`src/rtl/fht_pkg.sv`:
```
// Shared definitions for the 8-point row FHT: sizes, read FSM states and the
// sign-extension helper used by the butterfly datapath.
package fht_pkg;

    localparam int FHT_POINTS = 8;
    localparam int FHT_IDX_W  = 3;

    typedef enum logic [0:0] {
        IDLE = 1'b0,
        EMIT = 1'b1
    } rd_state_e;

    // Sign-extend the low w bits of v to the full 32 bits.
    function automatic logic [31:0] fht_sext(input logic [31:0] v, input int w);
        logic [31:0] r;
        logic [4:0]  msb;
        msb = 5'(w - 1);
        r   = v;
        for (int i = 0; i < 32; i++) begin
            if (i >= w) begin
                r[i] = v[msb];
            end else begin
                r[i] = v[i];
            end
        end
        return r;
    endfunction

endpackage

```
`src/rtl/fht_row_butterfly_if.sv`:
```
// Sample-in / result-out stream bundle of the row butterfly stage.
interface fht_row_butterfly_if #(
    parameter int N = 8
);
    logic         valid;
    logic [N-1:0] a;
    logic [N:0]   p;
    logic         p_valid;
    logic         p_last;
    logic         p_first;

    modport master (
        output valid, a,
        input  p, p_valid, p_last, p_first
    );

    modport slave (
        input  valid, a,
        output p, p_valid, p_last, p_first
    );
endinterface

```
`src/rtl/fht_bfly_bank.sv`:
```
// One 8 x N sample bank: single write port, paired combinational reads of
// entries j and j+4 for the butterfly.
module fht_bfly_bank
    import fht_pkg::*;
#(
    parameter int N = 8
) (
    input  logic                 clk,
    input  logic                 rstn,
    input  logic                 we,
    input  logic [FHT_IDX_W-1:0] widx,
    input  logic [N-1:0]         wdata,
    input  logic [1:0]           ridx,
    output logic [N-1:0]         rd_lo,
    output logic [N-1:0]         rd_hi
);

    logic [N-1:0] mem_r [FHT_POINTS];

    // Sample storage; cleared on reset so the bank never holds X.
    always_ff @(posedge clk or posedge rstn) begin
        if (rstn) begin
            for (int i = 0; i < FHT_POINTS; i++) begin
                mem_r[i] <= '0;
            end
        end else if (we) begin
            mem_r[widx] <= wdata;
        end
    end

    assign rd_lo = mem_r[{1'b0, ridx}];
    assign rd_hi = mem_r[{1'b1, ridx}];

endmodule

```
`src/rtl/fht_row_butterfly.sv`:
```
// First radix-2 butterfly stage of the 8-point row FHT: ping-pong row capture
// and one N+1-bit result per cycle. FHT_BFLY_SCALE_EN halves every result.
module fht_row_butterfly
    import fht_pkg::*;
#(
    parameter int N = 8
) (
    input  logic                clk,
    input  logic                rstn,
    fht_row_butterfly_if.slave  bus
);

    logic [FHT_IDX_W-1:0] wcnt_r;
    logic                 wsel_r;
    logic                 start_s;

    rd_state_e            state_r, state_nxt_s;
    logic [FHT_IDX_W-1:0] rcnt_r, rcnt_nxt_s;
    logic                 rsel_r, rsel_nxt_s;

    logic [N-1:0]         ping_lo_s, ping_hi_s, pong_lo_s, pong_hi_s;
    logic [N-1:0]         rd_lo_s, rd_hi_s;
    logic [31:0]          lo_ext32_s, hi_ext32_s;
    logic [N:0]           lo_ext_s, hi_ext_s;
    logic [N:0]           res_s, out_s;

    logic [N:0]           p_r;
    logic                 p_valid_r, p_first_r, p_last_r;

    // The last sample of a row starts emission straight away so result 0 is
    // registered on the very next edge.
    assign start_s = bus.valid && (wcnt_r == 3'd7);

    // Write counter and bank select; gaps in valid simply hold them.
    always_ff @(posedge clk or posedge rstn) begin
        if (rstn) begin
            wcnt_r <= 3'd0;
            wsel_r <= 1'b0;
        end else if (bus.valid) begin
            wcnt_r <= wcnt_r + 3'd1;
            if (wcnt_r == 3'd7) begin
                wsel_r <= ~wsel_r;
            end else begin
                wsel_r <= wsel_r;
            end
        end else begin
            wcnt_r <= wcnt_r;
            wsel_r <= wsel_r;
        end
    end

    fht_bfly_bank #(.N(N)) u_ping (
        .clk   (clk),
        .rstn  (rstn),
        .we    (bus.valid && !wsel_r),
        .widx  (wcnt_r),
        .wdata (bus.a),
        .ridx  (rcnt_r[1:0]),
        .rd_lo (ping_lo_s),
        .rd_hi (ping_hi_s)
    );

    fht_bfly_bank #(.N(N)) u_pong (
        .clk   (clk),
        .rstn  (rstn),
        .we    (bus.valid && wsel_r),
        .widx  (wcnt_r),
        .wdata (bus.a),
        .ridx  (rcnt_r[1:0]),
        .rd_lo (pong_lo_s),
        .rd_hi (pong_hi_s)
    );

    // Read FSM state, result index and bank under emission.
    always_ff @(posedge clk or posedge rstn) begin
        if (rstn) begin
            state_r <= IDLE;
            rcnt_r  <= 3'd0;
            rsel_r  <= 1'b0;
        end else begin
            state_r <= state_nxt_s;
            rcnt_r  <= rcnt_nxt_s;
            rsel_r  <= rsel_nxt_s;
        end
    end

    // Next-state logic; a start on the final result chains the next row
    // without a bubble.
    always_comb begin
        state_nxt_s = state_r;
        rcnt_nxt_s  = rcnt_r;
        rsel_nxt_s  = rsel_r;
        case (state_r)
            IDLE: begin
                if (start_s) begin
                    state_nxt_s = EMIT;
                    rcnt_nxt_s  = 3'd0;
                    rsel_nxt_s  = wsel_r;
                end else begin
                    state_nxt_s = IDLE;
                end
            end
            EMIT: begin
                if (rcnt_r == 3'd7) begin
                    rcnt_nxt_s = 3'd0;
                    if (start_s) begin
                        state_nxt_s = EMIT;
                        rsel_nxt_s  = wsel_r;
                    end else begin
                        state_nxt_s = IDLE;
                    end
                end else begin
                    rcnt_nxt_s = rcnt_r + 3'd1;
                end
            end
            default: begin
                state_nxt_s = IDLE;
                rcnt_nxt_s  = 3'd0;
            end
        endcase
    end

    assign rd_lo_s    = rsel_r ? pong_lo_s : ping_lo_s;
    assign rd_hi_s    = rsel_r ? pong_hi_s : ping_hi_s;
    assign lo_ext32_s = fht_sext(32'(rd_lo_s), N);
    assign hi_ext32_s = fht_sext(32'(rd_hi_s), N);
    assign lo_ext_s   = lo_ext32_s[N:0];
    assign hi_ext_s   = hi_ext32_s[N:0];

    // Butterfly: sums for j=0..3, differences x[j-4]-x[j] for j=4..7;
    // both fit exactly in N+1 bits.
    always_comb begin
        res_s = '0;
        if (rcnt_r[2]) begin
            res_s = lo_ext_s - hi_ext_s;
        end else begin
            res_s = lo_ext_s + hi_ext_s;
        end
`ifdef FHT_BFLY_SCALE_EN
        out_s = {res_s[N], res_s[N:1]};
`else
        out_s = res_s;
`endif
    end

    // Registered result and framing flags; zero outside emission.
    always_ff @(posedge clk or posedge rstn) begin
        if (rstn) begin
            p_r       <= '0;
            p_valid_r <= 1'b0;
            p_first_r <= 1'b0;
            p_last_r  <= 1'b0;
        end else if (state_r == EMIT) begin
            p_r       <= out_s;
            p_valid_r <= 1'b1;
            p_first_r <= (rcnt_r == 3'd0);
            p_last_r  <= (rcnt_r == 3'd7);
        end else begin
            p_r       <= '0;
            p_valid_r <= 1'b0;
            p_first_r <= 1'b0;
            p_last_r  <= 1'b0;
        end
    end

    assign bus.p       = p_r;
    assign bus.p_valid = p_valid_r;
    assign bus.p_first = p_first_r;
    assign bus.p_last  = p_last_r;

endmodule

```
`src/flat_wrapper.sv`:
```
// flat-port wrapper written by rule: the top's interface ports become plain ports
module fht_row_butterfly_flat import fht_pkg::*;
#(
    parameter int N = 8
)
  (clk, rstn, bus_valid, bus_a, bus_p, bus_p_valid, bus_p_last, bus_p_first);
  fht_row_butterfly_if #(.N(N)) bus_i ();
  input  logic clk;
  input  logic rstn;
  input wire logic [$bits(bus_i.valid)-1:0] bus_valid;
  input wire logic [$bits(bus_i.a)-1:0] bus_a;
  output wire logic [$bits(bus_i.p)-1:0] bus_p;
  output wire logic [$bits(bus_i.p_valid)-1:0] bus_p_valid;
  output wire logic [$bits(bus_i.p_last)-1:0] bus_p_last;
  output wire logic [$bits(bus_i.p_first)-1:0] bus_p_first;
  assign bus_i.valid = bus_valid;
  assign bus_i.a = bus_a;
  assign bus_p = bus_i.p;
  assign bus_p_valid = bus_i.p_valid;
  assign bus_p_last = bus_i.p_last;
  assign bus_p_first = bus_i.p_first;
  fht_row_butterfly #(.N(N)) u_core (.clk(clk), .rstn(rstn), .bus(bus_i));
endmodule
```
`config.mk`:
```
export PLATFORM = sky130hd
export DESIGN_NAME = fht_row_butterfly_flat
export DESIGN_NICKNAME = d
export VERILOG_FILES = /design/src/rtl/fht_pkg.sv /design/src/rtl/fht_row_butterfly_if.sv /design/src/rtl/fht_bfly_bank.sv /design/src/rtl/fht_row_butterfly.sv /design/src/flat_wrapper.sv
export SDC_FILE = /design/constraint.sdc
export NUM_CORES = 1
export LEC_CHECK = 0
export BUFFER_PORTS_ARGS = -buffer_cell sky130_fd_sc_hd__buf_2
export CAP_MARGIN = 20
export CELL_PAD_IN_SITES_DETAIL_PLACEMENT = 1
export CELL_PAD_IN_SITES_GLOBAL_PLACEMENT = 1
export CORE_UTILIZATION = 53
export CTS_CLUSTER_SIZE = 40
export DETAILED_ROUTE_END_ITERATION = 16
export GPL_TIMING_DRIVEN = 0
export PLACE_DENSITY = 0.79
export SLEW_MARGIN = 20
export SYNTH_ARGS = -nofsm -noshare
export SYNTH_HDL_FRONTEND = slang
export SYNTH_SLANG_ARGS = --single-unit
```
`constraint.sdc`:
```
create_clock -name clk -period 5.7 [get_ports clk]
set_input_delay 0.285 -clock clk [delete_from_list [all_inputs] [get_ports clk]]
set_output_delay 0.285 -clock clk [all_outputs]
set_load 0.01 [all_outputs]
```
==> run_results.csv <==
group,metric,value,unit
clocking,tritoncts,"built",
global_route,grt_use_total,26.8,%
cells_and_area,syn2layout_area_growth,14.0,%
outcome,outcome,"completed",
clocking,htree_levels,4,
timing,setup_viol,0,
die,start_util,55.2,%
timing,fin_crit_sh,80.4,%
worst_hold_path,holdPathStages,2,
global_route,grt_pass1_vias,4749,
clocking,cts.repair.resized,0,
logic_synthesis,async_reset_ff_share,100,%
global_route,antenna_found_initial,0,
worst_setup_path,critical_path_arrival,4.90,ns
worst_setup_path,cp_cell_sequence,"clkbuf_1 -> buf_2 -> buf_4 -> buf_1 -> mux4_2 -> mux2i_1 -> ha_1 -> inv_1 -> fa_1 -> a211oi_1 -> o21ai_0 -> a31oi_1 -> xnor2_1 -> xnor2_1 -> nor2b_1",
worst_setup_path,crit_type,"flop to flop",
worst_setup_path,crit_top_cell,"xnor2_1",
worst_setup_path,critPathSlowestCell,"buf_1",
worst_setup_path,cp_max_fo,10,
timing,hold_viol,0,
route,routed_wl,16900,µm
logic_synthesis,avgSynthCellArea,14.9,µm²
route,ant_nets,0,
worst_setup_path,r2r_end,"u_core.bus.p[8]",
clocking,clk_path_buf_depth,2,
placed_design,dp_hpwl,11200,µm
worst_setup_path,crit_family,"buffers and inverters",
worst_setup_path,required,6.01,ns
die,rows,41,
timing,slew_headroom,28.4,%
cells_and_area,fillers,1197,
clocking,post-cts-setup-buffers,0,
global_route,grt_pass1_wl,27400,µm
worst_hold_path,min_to,"u_core.u_pong.mem_r[39]",
logic_synthesis,ys_warn_count,0,
clocking,clock_latency,0.43,ns
cells_and_area,final-seq-area,0.00373,mm²
logic_synthesis,ys_types,38,
logic_synthesis,netlist_instances,476,
route,drc,0,
logic_synthesis,synth_top_area_cell,"dfrtp_1",
job,max_cap_violations,0,
logic_synthesis,netlist_top_cells_area,"dfrtp_1 53%, mux2_2 22%, mux4_2 9.2%",
timing,rsz0062_at_grt,"false",
timing,tightest_slew,1.07,ns
worst_setup_path,r2r_cells,15,
clocking,cts_sinks,149,
clocking,cts.root.buffer_cell,"clkbuf_16",
cells_and_area,multi_input_area,0.00319,mm²
clocking,path_clk_slew,0.06,ns
die,design.core.area,0.0128,mm²
logic_synthesis,synth_edf_count,0,
die,die_h,118,µm
route,drt_iter0_markers,226,
worst_setup_path,cp-end-kind,"flop",
timing,tns,0,ns
logic_synthesis,ys_ff_latch,149,
logic_synthesis,synth_most_common_cell,"dfrtp_1",
worst_setup_path,start_kind,"flop",
logic_synthesis,synth_ff_type,"dfrtp_1",
worst_setup_path,rrSetupSlack,1.12,ns
logic_synthesis,mappedNetlistArea,0.00708,mm²
cells_and_area,drive_above_1_share,43.2,%
logic_synthesis,syn_nets,502,
cells_and_area,fin_nets,544,
placed_design,portBuffers,21,
logic_synthesis,synth_top_area_share,52.7,%
global_route,grt_max_degree,93,
worst_setup_path,rr_startpoint,"u_core.rcnt_r[1]",
worst_hold_path,hp-start,"bus_a[7]",
logic_synthesis,synthTopCellsByCount,"149 x dfrtp_1, 136 x mux2_2, 29 x mux4_2, 18 x clkbuf_1, 17 x nor2_1",
die,ioPinCount,23,
route,post_drt_wl_per_cell,24.0,µm
worst_setup_path,crit_path_max_incr_delay,0.63,ns
timing,maxSlewViolCount,0,
logic_synthesis,yosysSeqAreaShare,52.7,%
die,die-area,0.0138,mm²
clocking,cts_buffers,17,
route,vias,4156,
clocking,hold_buffers,1,
global_route,overflow,0,
timing,min_period,4.58,ns
worst_setup_path,crit_buf_inv,5,
die,die_w,118,µm
placed_design,gp_congestion,0.796,
cells_and_area,num_antenna_cells,0,
timing,clock.fmax,218,MHz
timing,finClkSkew,0.0111,ns
worst_hold_path,hold_path.class,"input pin to flop",
route,via_per_inst,5.92,
route,dr.pass1.iters,4,
==> stage by stage <==
step	util [%]	instance area, µm²	cells	hold WS (ns)	setup WS [ns]
2_1_floorplan	-	7080	476	0.437	1.41
4_1_cts	62.9	8070	702	0.196	1.10
6_report	62.9	8070	702	0.210	1.12
5_1_grt	62.9	8070	702	0.214	0.878
3_5_place_dp	58.0	7430	670	0.329	1.18
3_3_place_gp	57.7	7400	669	0.469	0.0134
==> flip-flops by register name, indices dropped and copies added, names as in the netlist <==
signal and cells:
u_core.u_ping.mem_r 64, u_core.u_pong.mem_r 64, u_core.bus.p 9, u_core.rcnt_r 3
u_core.wcnt_r 3, u_core.bus.p_first 1, u_core.bus.p_last 1, u_core.bus.p_valid 1
u_core.rsel_r 1, u_core.state_r 1, u_core.wsel_r 1
==> area by class of cell <==
class	instances	share of cell area [%]
tap	172	2.67
clock inverter	10	1.89
inverter	10	0.558
multi-input combinational	291	39.6
sequential	149	46.2
timing repair buffer	23	1.77
clock buffer	21	5.83
buffer	26	1.47
==> worst reg2reg max path, stage by stage, from the launching register on <==
cell and delay (ns):
dfrtp_1 0.35, clkbuf_1 0.36, buf_2 0.37, buf_4 0.28, buf_1 0.63, mux4_2 0.44, mux2i_1 0.25, ha_1 0.25
inv_1 0.08, fa_1 0.43, a211oi_1 0.31, o21ai_0 0.16, a31oi_1 0.22, xnor2_1 0.15, xnor2_1 0.14, nor2b_1 0.06
==> how the worst max path moves through the flow <==
stage	from	to	slack, ns	cells past startpoint
floorplan	rstn	u_core.bus.p[0]	1.41	1
global placement	rstn	u_core.u_pong.mem_r[15]	0.01	2
detailed placement	u_core.rcnt_r[1]	u_core.bus.p[8]	1.18	15
CTS	u_core.rcnt_r[1]	u_core.bus.p[8]	1.10	15
global route	u_core.rcnt_r[1]	u_core.bus.p[8]	0.88	15
finish	u_core.rcnt_r[1]	u_core.bus.p[8]	1.12	15
==> per-layer routing <==
metal | up-vias | routed length [µm] | global-route usage, %
met1 | 2219 | 7250 | 33.9
met2 | 88 | 8680 | 45.6
met5 | - | 0 | 0
li1 | 1825 | - | -
met4 | 0 | 315 | 9.05
met3 | 24 | 603 | 6.15
==> layout by cell type, fill, tap and decap left out, drive strengths merged, types with 2 or more instances in the layout <==
cell / instances
o21ai: 10
ha: 14
buf: 30
nand2: 10
mux4: 32
mux2i: 9
bufinv: 4
inv: 10
nand2b: 10
nor3: 2
dfrtp: 149
and2: 4
a31oi: 3
a21oi: 6
xnor2: 7
nor2b: 3
nor2: 17
clkbuf: 39
and3: 3
mux2: 139
clkinv: 5
xor2: 6
nand3: 4
nand3b: 4
==> cell families after synthesis <==
kind of cell               synth area share (%)
adders and majority gates                  2.76
and+or+nand+nor                            4.45
DFF                                        52.7
AOI/OAI and AO/OA                          2.05
buffers and inverters                      2.21
muxes                                      34.3
xor gates and xnor gates                   1.61
Power is left out: the tool's default activity adds up to more than one toggle a clock period on the data nets, which glitch-free logic cannot reach.
